--- src/rtl/mem_arbiter.sv ---
// Shares one slow-memory line port between the I-cache and D-cache miss paths.
// One requester is granted at a time; memory request signals are registered, ready/rdata are routed back combinationally.
module mem_arbiter #(
    parameter int unsigned PRIO_D = 1,
    parameter int unsigned ADDR_W = 28,
    parameter int unsigned DATA_W = 128
) (
    input  logic              clk,
    input  logic              rst,

    input  logic              mem_read_I,
    input  logic              mem_write_I,
    input  logic [ADDR_W-1:0] mem_addr_I,
    input  logic [DATA_W-1:0] mem_wdata_I,
    output logic [DATA_W-1:0] mem_rdata_I,
    output logic              mem_ready_I,

    input  logic              mem_read_D,
    input  logic              mem_write_D,
    input  logic [ADDR_W-1:0] mem_addr_D,
    input  logic [DATA_W-1:0] mem_wdata_D,
    output logic [DATA_W-1:0] mem_rdata_D,
    output logic              mem_ready_D,

    output logic              mem_read,
    output logic              mem_write,
    output logic [ADDR_W-1:0] mem_addr,
    output logic [DATA_W-1:0] mem_wdata,
    input  logic [DATA_W-1:0] mem_rdata,
    input  logic              mem_ready
);

    typedef enum logic [1:0] {
        IDLE    = 2'd0,
        GNT_I   = 2'd1,
        GNT_D   = 2'd2,
        RELEASE = 2'd3
    } state_t;

    state_t              state;
    state_t              state_nxt;
    logic                last_gnt_d;
    logic                last_gnt_d_nxt;
    logic                read_nxt;
    logic                write_nxt;
    logic [ADDR_W-1:0]   addr_nxt;
    logic [DATA_W-1:0]   wdata_nxt;
    logic                pend_i;
    logic                pend_d;
    logic                pick_d;

    assign pend_i = mem_read_I | mem_write_I;
    assign pend_d = mem_read_D | mem_write_D;

    // D wins when alone, under fixed priority, or on a tie when I was served last.
    assign pick_d = pend_d & (~pend_i | (PRIO_D != 0) | ~last_gnt_d);

    always_ff @(posedge clk) begin
        if (rst) begin
            state      <= IDLE;
            last_gnt_d <= 1'b0;
            mem_read   <= 1'b0;
            mem_write  <= 1'b0;
            mem_addr   <= '0;
            mem_wdata  <= '0;
        end else begin
            state      <= state_nxt;
            last_gnt_d <= last_gnt_d_nxt;
            mem_read   <= read_nxt;
            mem_write  <= write_nxt;
            mem_addr   <= addr_nxt;
            mem_wdata  <= wdata_nxt;
        end
    end

    always_comb begin
        state_nxt      = state;
        last_gnt_d_nxt = last_gnt_d;
        read_nxt       = mem_read;
        write_nxt      = mem_write;
        addr_nxt       = mem_addr;
        wdata_nxt      = mem_wdata;
        mem_ready_I    = 1'b0;
        mem_ready_D    = 1'b0;
        mem_rdata_I    = '0;
        mem_rdata_D    = '0;

        case (state)
            IDLE: begin
                // A combined read+write request is forwarded as a write only.
                if (pick_d) begin
                    state_nxt = GNT_D;
                    addr_nxt  = mem_addr_D;
                    wdata_nxt = mem_wdata_D;
                    write_nxt = mem_write_D;
                    read_nxt  = mem_read_D & ~mem_write_D;
                end else if (pend_i) begin
                    state_nxt = GNT_I;
                    addr_nxt  = mem_addr_I;
                    wdata_nxt = mem_wdata_I;
                    write_nxt = mem_write_I;
                    read_nxt  = mem_read_I & ~mem_write_I;
                end
            end
            GNT_I: begin
                mem_ready_I = mem_ready;
                mem_rdata_I = mem_rdata;
                if (mem_ready) begin
                    read_nxt       = 1'b0;
                    write_nxt      = 1'b0;
                    last_gnt_d_nxt = 1'b0;
                    state_nxt      = RELEASE;
                end
            end
            GNT_D: begin
                mem_ready_D = mem_ready;
                mem_rdata_D = mem_rdata;
                if (mem_ready) begin
                    read_nxt       = 1'b0;
                    write_nxt      = 1'b0;
                    last_gnt_d_nxt = 1'b1;
                    state_nxt      = RELEASE;
                end
            end
            RELEASE: begin
                state_nxt = IDLE;
            end
            default: begin
                state_nxt = IDLE;
            end
        endcase
    end

endmodule

--- config.mk ---
export PLATFORM = sky130hd
export DESIGN_NAME = mem_arbiter
export DESIGN_NICKNAME = d
export VERILOG_FILES = /design/src/rtl/mem_arbiter.sv
export SDC_FILE = /design/constraint.sdc
export NUM_CORES = 1
export LEC_CHECK = 0
export CORE_AREA = 5 5 330 332
export DETAILED_ROUTE_END_ITERATION = 8
export DIE_AREA = 0 0 335 337
export GPL_ROUTABILITY_DRIVEN = 1
export PLACE_DENSITY_LB_ADDON = 0.12
export REMOVE_ABC_BUFFERS = 1
export SKIP_CTS_REPAIR_TIMING = 1
export SLEW_MARGIN = 40
export SYNTH_ARGS = -nofsm -noshare
export SYNTH_HDL_FRONTEND = slang
export SYNTH_SLANG_ARGS = --single-unit
--- constraint.sdc ---
create_clock -name clk -period 2.3 [get_ports clk]
set_clock_uncertainty 0.05 [all_clocks]
set_input_delay 0.46 -clock clk [delete_from_list [all_inputs] [get_ports clk]]
set_output_delay 0.46 -clock clk [all_outputs]
set_load 0.03 [all_outputs]
==> results of run 1 <==
[kinds of logic (layout without fill, tap and decap cells)]
logic type | Yosys count | after routing
compound gates | 320 | 320
fa+ha+maj | 5 | 5
buf+inv | 136 | 992
flops | 160 | 160
mux | 3 | 3
other cells | 0 | 7
simple gates | 582 | 582
[cells in the mapped netlist, drive strengths merged]
cell      n  area share [%]
a211o     1           0.088
a211oi    2            0.15
a21o      1           0.075
a222oi    1            0.10
a311oi  156              23
and2    258              16
buf      52             3.7
clkbuf   82             3.1
dfxtp   160              32
ha        5            0.63
inv       2           0.075
mux2i     3            0.30
nand2   157             5.9
nand2b    3            0.19
nor2    159             6.0
nor2b     3            0.19
nor3      1           0.050
nor4      1            0.13
o21ai   158             7.9
o41a      1            0.11
[flip-flops by register name, summed over array words and instances, names as in the netlist]
register	cells
mem_wdata	128
mem_write	1
mem_addr	28
state	2
mem_read	1
[worst max-delay path by stage]
stage,slack (ns),startpoint,endpoint
final,-0.02,state[1],mem_rdata_I[47]
after global routing,-0.11,state[1],mem_rdata_I[47]
after CTS,-0.46,state[0],mem_rdata_D[121]
after detailed placement,0.04,mem_write_I,mem_wdata[69]
after global placement,0.05,mem_write_I,mem_wdata[69]
after floorplan,-7.23,state[0],mem_addr[10]
[cell type report]
type	instances	area, sq um
Clock inverter	11	116
Timing Repair Buffer	958	11100
Antenna cell	7	17.5
Multi-Input combinational cell	910	6470
Fill cell	11700	82800
Inverter	2	12.5
Sequential cell	160	3210
Tap cell	1403	1760
Clock buffer	21	480
[per-layer routing]
| layer | routed length [um] | up-vias |
|---|---|---|
| li1 | - | 5881 |
| met1 | 28100 | 5912 |
| met2 | 40400 | 574 |
| met3 | 6640 | 62 |
| met4 | 2260 | 4 |
| met5 | 27 | - |
[layout by cell type, fill, tap and decap left out, types with 2 or more instances in the layout]
cell type        synthesis  routed
ha_4                     0       2
ha_1                     5       3
a311oi_1                 6       6
buf_8                    0       5
clkinvlp_4               0       3
diode_2                  0       7
inv_4                    0       2
nor2b_1                  3       3
nand2_1                157     157
inv_6                    0       4
clkbuf_8                 0       5
buf_12                   0     147
clkbuf_16                0      27
clkinv_4                 0       2
and2_1                 258     122
buf_6                   18      74
o21ai_1                 15      15
dfxtp_4                  0       2
mux2i_1                  3       3
a311oi_2               150     150
dfxtp_1                160     158
o21ai_0                143     143
buf_4                    0     116
and2_4                   0     136
buf_16                   0       3
a211oi_1                 2       2
nor2_1                 158     158
clkdlybuf4s50_1          0     600
nand2b_1                 3       3
[report_power, final]
part / leakage [nW] / switching, mW / internal (mW)
Clock: 0.285 / 1.48 / 1.63
Sequential: 1.33 / 0.656 / 3.90
Combinational: 6.92 / 10.4 / 8.75
Total: 8.53 / 12.6 / 14.3
==> run_results.csv, run 1 <==
group,metric,value,unit
run,maxCapViolations,0,
synth,synth_simple_gate_area_share,28.6,%
floorplanning,die-height,337,um
setup_path,regToRegSetupSlack,0.35,ns
floorplanning,start_util,9.42,%
setup_path,slowest_stage,"dfxtp_4",
synth,ys_seq_area_share,32.1,%
timing,drv_slew,0,
synth,synth_xor_area_share,0,%
setup_path,critPathMaxFanout,8,
setup_path,worstPathCellList,"inv_4 -> ha_4 -> buf_12 -> buf_12 -> clkbuf_16 -> and2_4 -> buf_12",
place,portBuffers,862,
final_layout,layout.cells.non_filler,3472,
floorplanning,die_area,113000,sq um
setup_path,cpMostUsedCell,"buf_12",
setup_path,endpoint_kind,"output pin",
setup_path,crit_type,"reg -> out",
detailed_routing,drc,0,
pwr,totalPowerFinal,26.8,mW
timing,hold_ws,0.381,ns
timing,rsz0062_at_grt,"true",
grt,busiest_layer,"met2",
clock_tree,tritoncts,"done",
clock_tree,clk_latency,0.48,ns
floorplanning,coreArea,106000,sq um
detailed_routing,drtPass1Iterations,4,
synth,netlist_area,9990,sq um
grt,globalRouteMet3Util,5.02,%
grt,gr-usage-met1,12.7,%
place,dpl.cell_count,3402,
setup_path,r2r-end,"mem_wdata[24]",
floorplanning,die_w,335,um
clock_tree,h-tree-depth,4,
place,dp_hpwl,60900,um
setup_path,reg2reg_from,"state[0]",
clock_tree,numCtsBuffers,17,
status,status,"finished with violations",
floorplanning,io_pins,863,
synth,synth_top_family_by_area,"compound AO/OA/AOI/OAI gates",
setup_path,cp-start-kind,"register",
clock_tree,clk_path_buf_depth,2,
detailed_routing,wl_per_cell,22.3,um
synth,ys_ff_latch,160,
place,place_ws,0.0372,ns
final_layout,final_nets,2501,
detailed_routing,num_vias,12400,
final_layout,finish.instance_area,23200,sq um
hold_path,min_path_cells,2,
pwr,p_per_area,1160,nW/um^2
setup_path,cp.arrival,1.81,ns
timing,finalWorstSetupSlack,-0.0203,ns
clock_tree,clk_pin_slew,0.08,ns
grt,grt_max_degree,94,
timing,period_minus_slack,2.32,ns
setup_path,r2r_cells,8,
hold_path,hp-start,"rst",
timing,final.setup.tns,-0.176,ns
grt,grtUsageTotal,12.3,%
setup_path,max_stage_delay,0.38,ns
status,violations,"setup timing",
detailed_routing,initialDrtViolationCount,462,
final_layout,fin_util,21.8,%
synth,synthCells,1206,
hold_path,min_path_type,"in -> reg",
clock_tree,clockRootBuffer,"clkbuf_16",
timing,period_share,101,%
grt,grt_util_met2,22.6,%
grt,grt_pass1_wl,100000,um
place,place_congestion,0.771,
synth,ys_types,24,
place,place_area,21300,sq um
synth,synthAdderAreaFrac,0.626,%
final_layout,drive_gt1_share,33.2,%
pwr,p_leak,8.53,nW
floorplanning,rows,120,
synth,yosysWarnings,0,
synth,synth.avg_cell_area,8.28,sq um
timing,fmax,0.431,GHz
timing,slew_headroom,64.8,%
synth,synthMuxAreaShare,0.301,%
final_layout,syn2layout_area_growth,132,%
timing,tightest_slew,0.523,ns
timing,setup_viol,21,
clock_tree,numClockSinks,160,
setup_path,crit_family,"buffers and inverters",
hold_path,holdPathEnd,"mem_wdata[11]",
timing,final_hold_viol_count,0,
setup_path,crit_required,1.79,ns
grt,antenna_found_initial,9,
detailed_routing,drtAntennaViolNets,0,
setup_path,cp.buffers_inverters,5,
grt,gr-total-overflow,0,
detailed_routing,viasPerCell,3.58,
synth,synth_compound_area_share,31.5,%
setup_path,cp.depth,7,
detailed_routing,drt-total-wl,77400,um
grt,grt_pass1_vias,13100,
pwr,max-vdd-ir-drop,0.604,mV
Power figures use the tool's default switching activity.
==> run 2, diff against run 1 <==
- SKIP_CTS_REPAIR_TIMING: 1 -> unset
- clock period: 2.3 -> 2.2 ns (I/O delays scaled with it)
==> run_results.csv, run 2 (synthesis results as in run 1) <==
group,metric,value,unit
setup_path,worstPathCellList,"inv_4 -> ha_4 -> buf_12 -> buf_12 -> clkbuf_16 -> and2_4 -> buf_12",
hold_path,min_path_type,"in -> reg",
detailed_routing,drt-total-wl,80200,um
detailed_routing,drtAntennaViolNets,0,
final_layout,layout.cells.non_filler,3485,
timing,slew_headroom,63.4,%
final_layout,fillerInstances,11600,
floorplanning,die_area,113000,sq um
place,dp_hpwl,61900,um
timing,drv_slew,0,
floorplanning,die-height,337,um
timing,period_minus_slack,2.31,ns
final_layout,seqCellArea,3210,sq um
status,violations,"setup timing",
final_layout,largest_reg_flops,128,
setup_path,slowest_stage,"dfxtp_4",
timing,rsz0062_at_grt,"true",
setup_path,cp.buffers_inverters,5,
setup_path,cp.arrival,1.82,ns
floorplanning,die_w,335,um
clock_tree,hold_buffers,0,
setup_path,crit_family,"buffers and inverters",
final_layout,drive_gt1_share,37.4,%
status,status,"finished with violations",
setup_path,crit_required,1.71,ns
detailed_routing,drc,0,
pwr,max-vdd-ir-drop,0.622,mV
timing,setup_viol,198,
timing,period_share,105,%
clock_tree,clk_latency,0.47,ns
timing,fmax,0.434,GHz
grt,grt_max_degree,56,
timing,tightest_slew,0.544,ns
timing,final_hold_viol_count,0,
floorplanning,start_util,9.42,%
pwr,p_per_area,1230,nW/um^2
final_layout,top_register,"mem_wdata",
floorplanning,rows,120,
final_layout,layout_commonest_cell,"clkdlybuf4s50_1",
grt,grt_pass1_vias,13100,
detailed_routing,num_vias,12600,
grt,grtUsageTotal,12.7,%
floorplanning,io_pins,863,
grt,grt_pass1_wl,102000,um
setup_path,max_stage_delay,0.38,ns
detailed_routing,viasPerCell,3.60,
clock_tree,numClockSinks,160,
place,dpl.cell_count,3412,
pwr,p_leak,8.89,nW
detailed_routing,drtPass1Iterations,6,
place,portBuffers,862,
timing,hold_ws,0.351,ns
final_layout,top_regs,"mem_wdata: 128 flops, mem_addr: 28 flops, state: 2 flops",
floorplanning,coreArea,106000,sq um
clock_tree,h-tree-depth,4,
clock_tree,clk_pin_slew,0.08,ns
detailed_routing,initialDrtViolationCount,459,
final_layout,final_nets,2516,
clock_tree,clk_path_buf_depth,2,
final_layout,syn2layout_area_growth,139,%
grt,antenna_found_initial,8,
setup_path,cp-start-kind,"register",
setup_path,critPathMaxFanout,5,
grt,gr-total-overflow,0,
clock_tree,numCtsBuffers,17,
run,maxCapViolations,0,
setup_path,crit_type,"reg -> out",
clock_tree,tritoncts,"done",
timing,finalWorstSetupSlack,-0.106,ns
clock_tree,clockRootBuffer,"clkbuf_16",
final_layout,multi_input_area,6660,sq um
place,place_ws,0.00754,ns
detailed_routing,wl_per_cell,23.0,um
place,place_congestion,0.772,
setup_path,cpMostUsedCell,"buf_12",
setup_path,endpoint_kind,"output pin",
final_layout,layout_common_cells,"597 x clkdlybuf4s50_1, 213 x and2_4, 158 x nor2_1, 158 x dfxtp_1, 157 x nand2_1",
[run 2: changes by cell type in the layout (fill, tap and decap cells not counted), moves of 3 or more]
| cell | delta |
|---|---|
| and2_4 | +77 |
| clkdlybuf4s50_1 | -3 |
| buf_8 | +5 |
| and2_1 | -77 |
| buf_6 | +33 |
| buf_16 | +3 |
| clkbuf_16 | +7 |
| buf_12 | +5 |
| buf_4 | -36 |
[run 2: layout make-up]
type / instances / area share [%]
diodes: 5 / 0.0524
clock buffers: 19 / 1.90
clock inverters: 13 / 0.639
inverters: 2 / 0.0524
multi-input cells: 910 / 27.9
flip-flops and latches: 160 / 13.4
well taps: 1403 / 7.35
repair buffers: 973 / 48.7
[run 2: stage by stage]
step / power [mW] / utilization [%] / cell area (sq um) / TNS [ns]
after floorplan: 9.09 / - / 9310 / -1297.77
after global placement: 23.4 / 20.2 / 21500 / 0
after detailed placement: 23.4 / 20.2 / 21500 / 0
after CTS: 28.1 / 21.4 / 22700 / -38.00
after global routing: 31.1 / 22.5 / 23900 / -32.61
final: 29.5 / 22.5 / 23900 / -9.40
[run 2: worst paths after layout]
| path | slack (ns) | endpoint | from | depth (start not counted) |
|---|---|---|---|---|
| min reg2reg | 0.43 | mem_read | mem_read | 2 |
| min | 0.35 | mem_wdata[50] | rst | 2 |
| max | -0.11 | mem_rdata_I[49] | state[1] | 7 |
| max reg2reg | 0.33 | mem_wdata[58] | state[0] | 8 |
[run 2: worst reg2reg max path, stage by stage (launching register included)]
cell and delay (ns):
dfxtp_4 0.37, inv_4 0.08, buf_4 0.11, ha_1 0.21, o41a_2 0.23, buf_12 0.18
buf_12 0.26, nor2_1 0.10, a311oi_2 0.23
[run 2: repair_timing]
item | CTS | global route
pin swaps | 7 | 64
cloned | 6 | 23
buffers inserted | 5 | 5
gates resized for setup | 142 | 233
endpoints found under the setup margin | 262 | 261
[run 2: per-layer routing]
layer | vias to the layer above | wire, um | global-route usage [%]
met3 | 54 | 6670 | 4.69
met4 | 0 | 1860 | 3.63
met5 | - | 0 | 0
li1 | 5909 | - | -
met2 | 573 | 43200 | 24.0
met1 | 6024 | 28400 | 13.0
[run 2: power by group]
part / total [mW] / internal (mW) / switching (mW)
registers: 4.79 / 4.08 / 0.710
logic: 21.3 / 10.1 / 11.3
clock network: 3.34 / 1.76 / 1.59
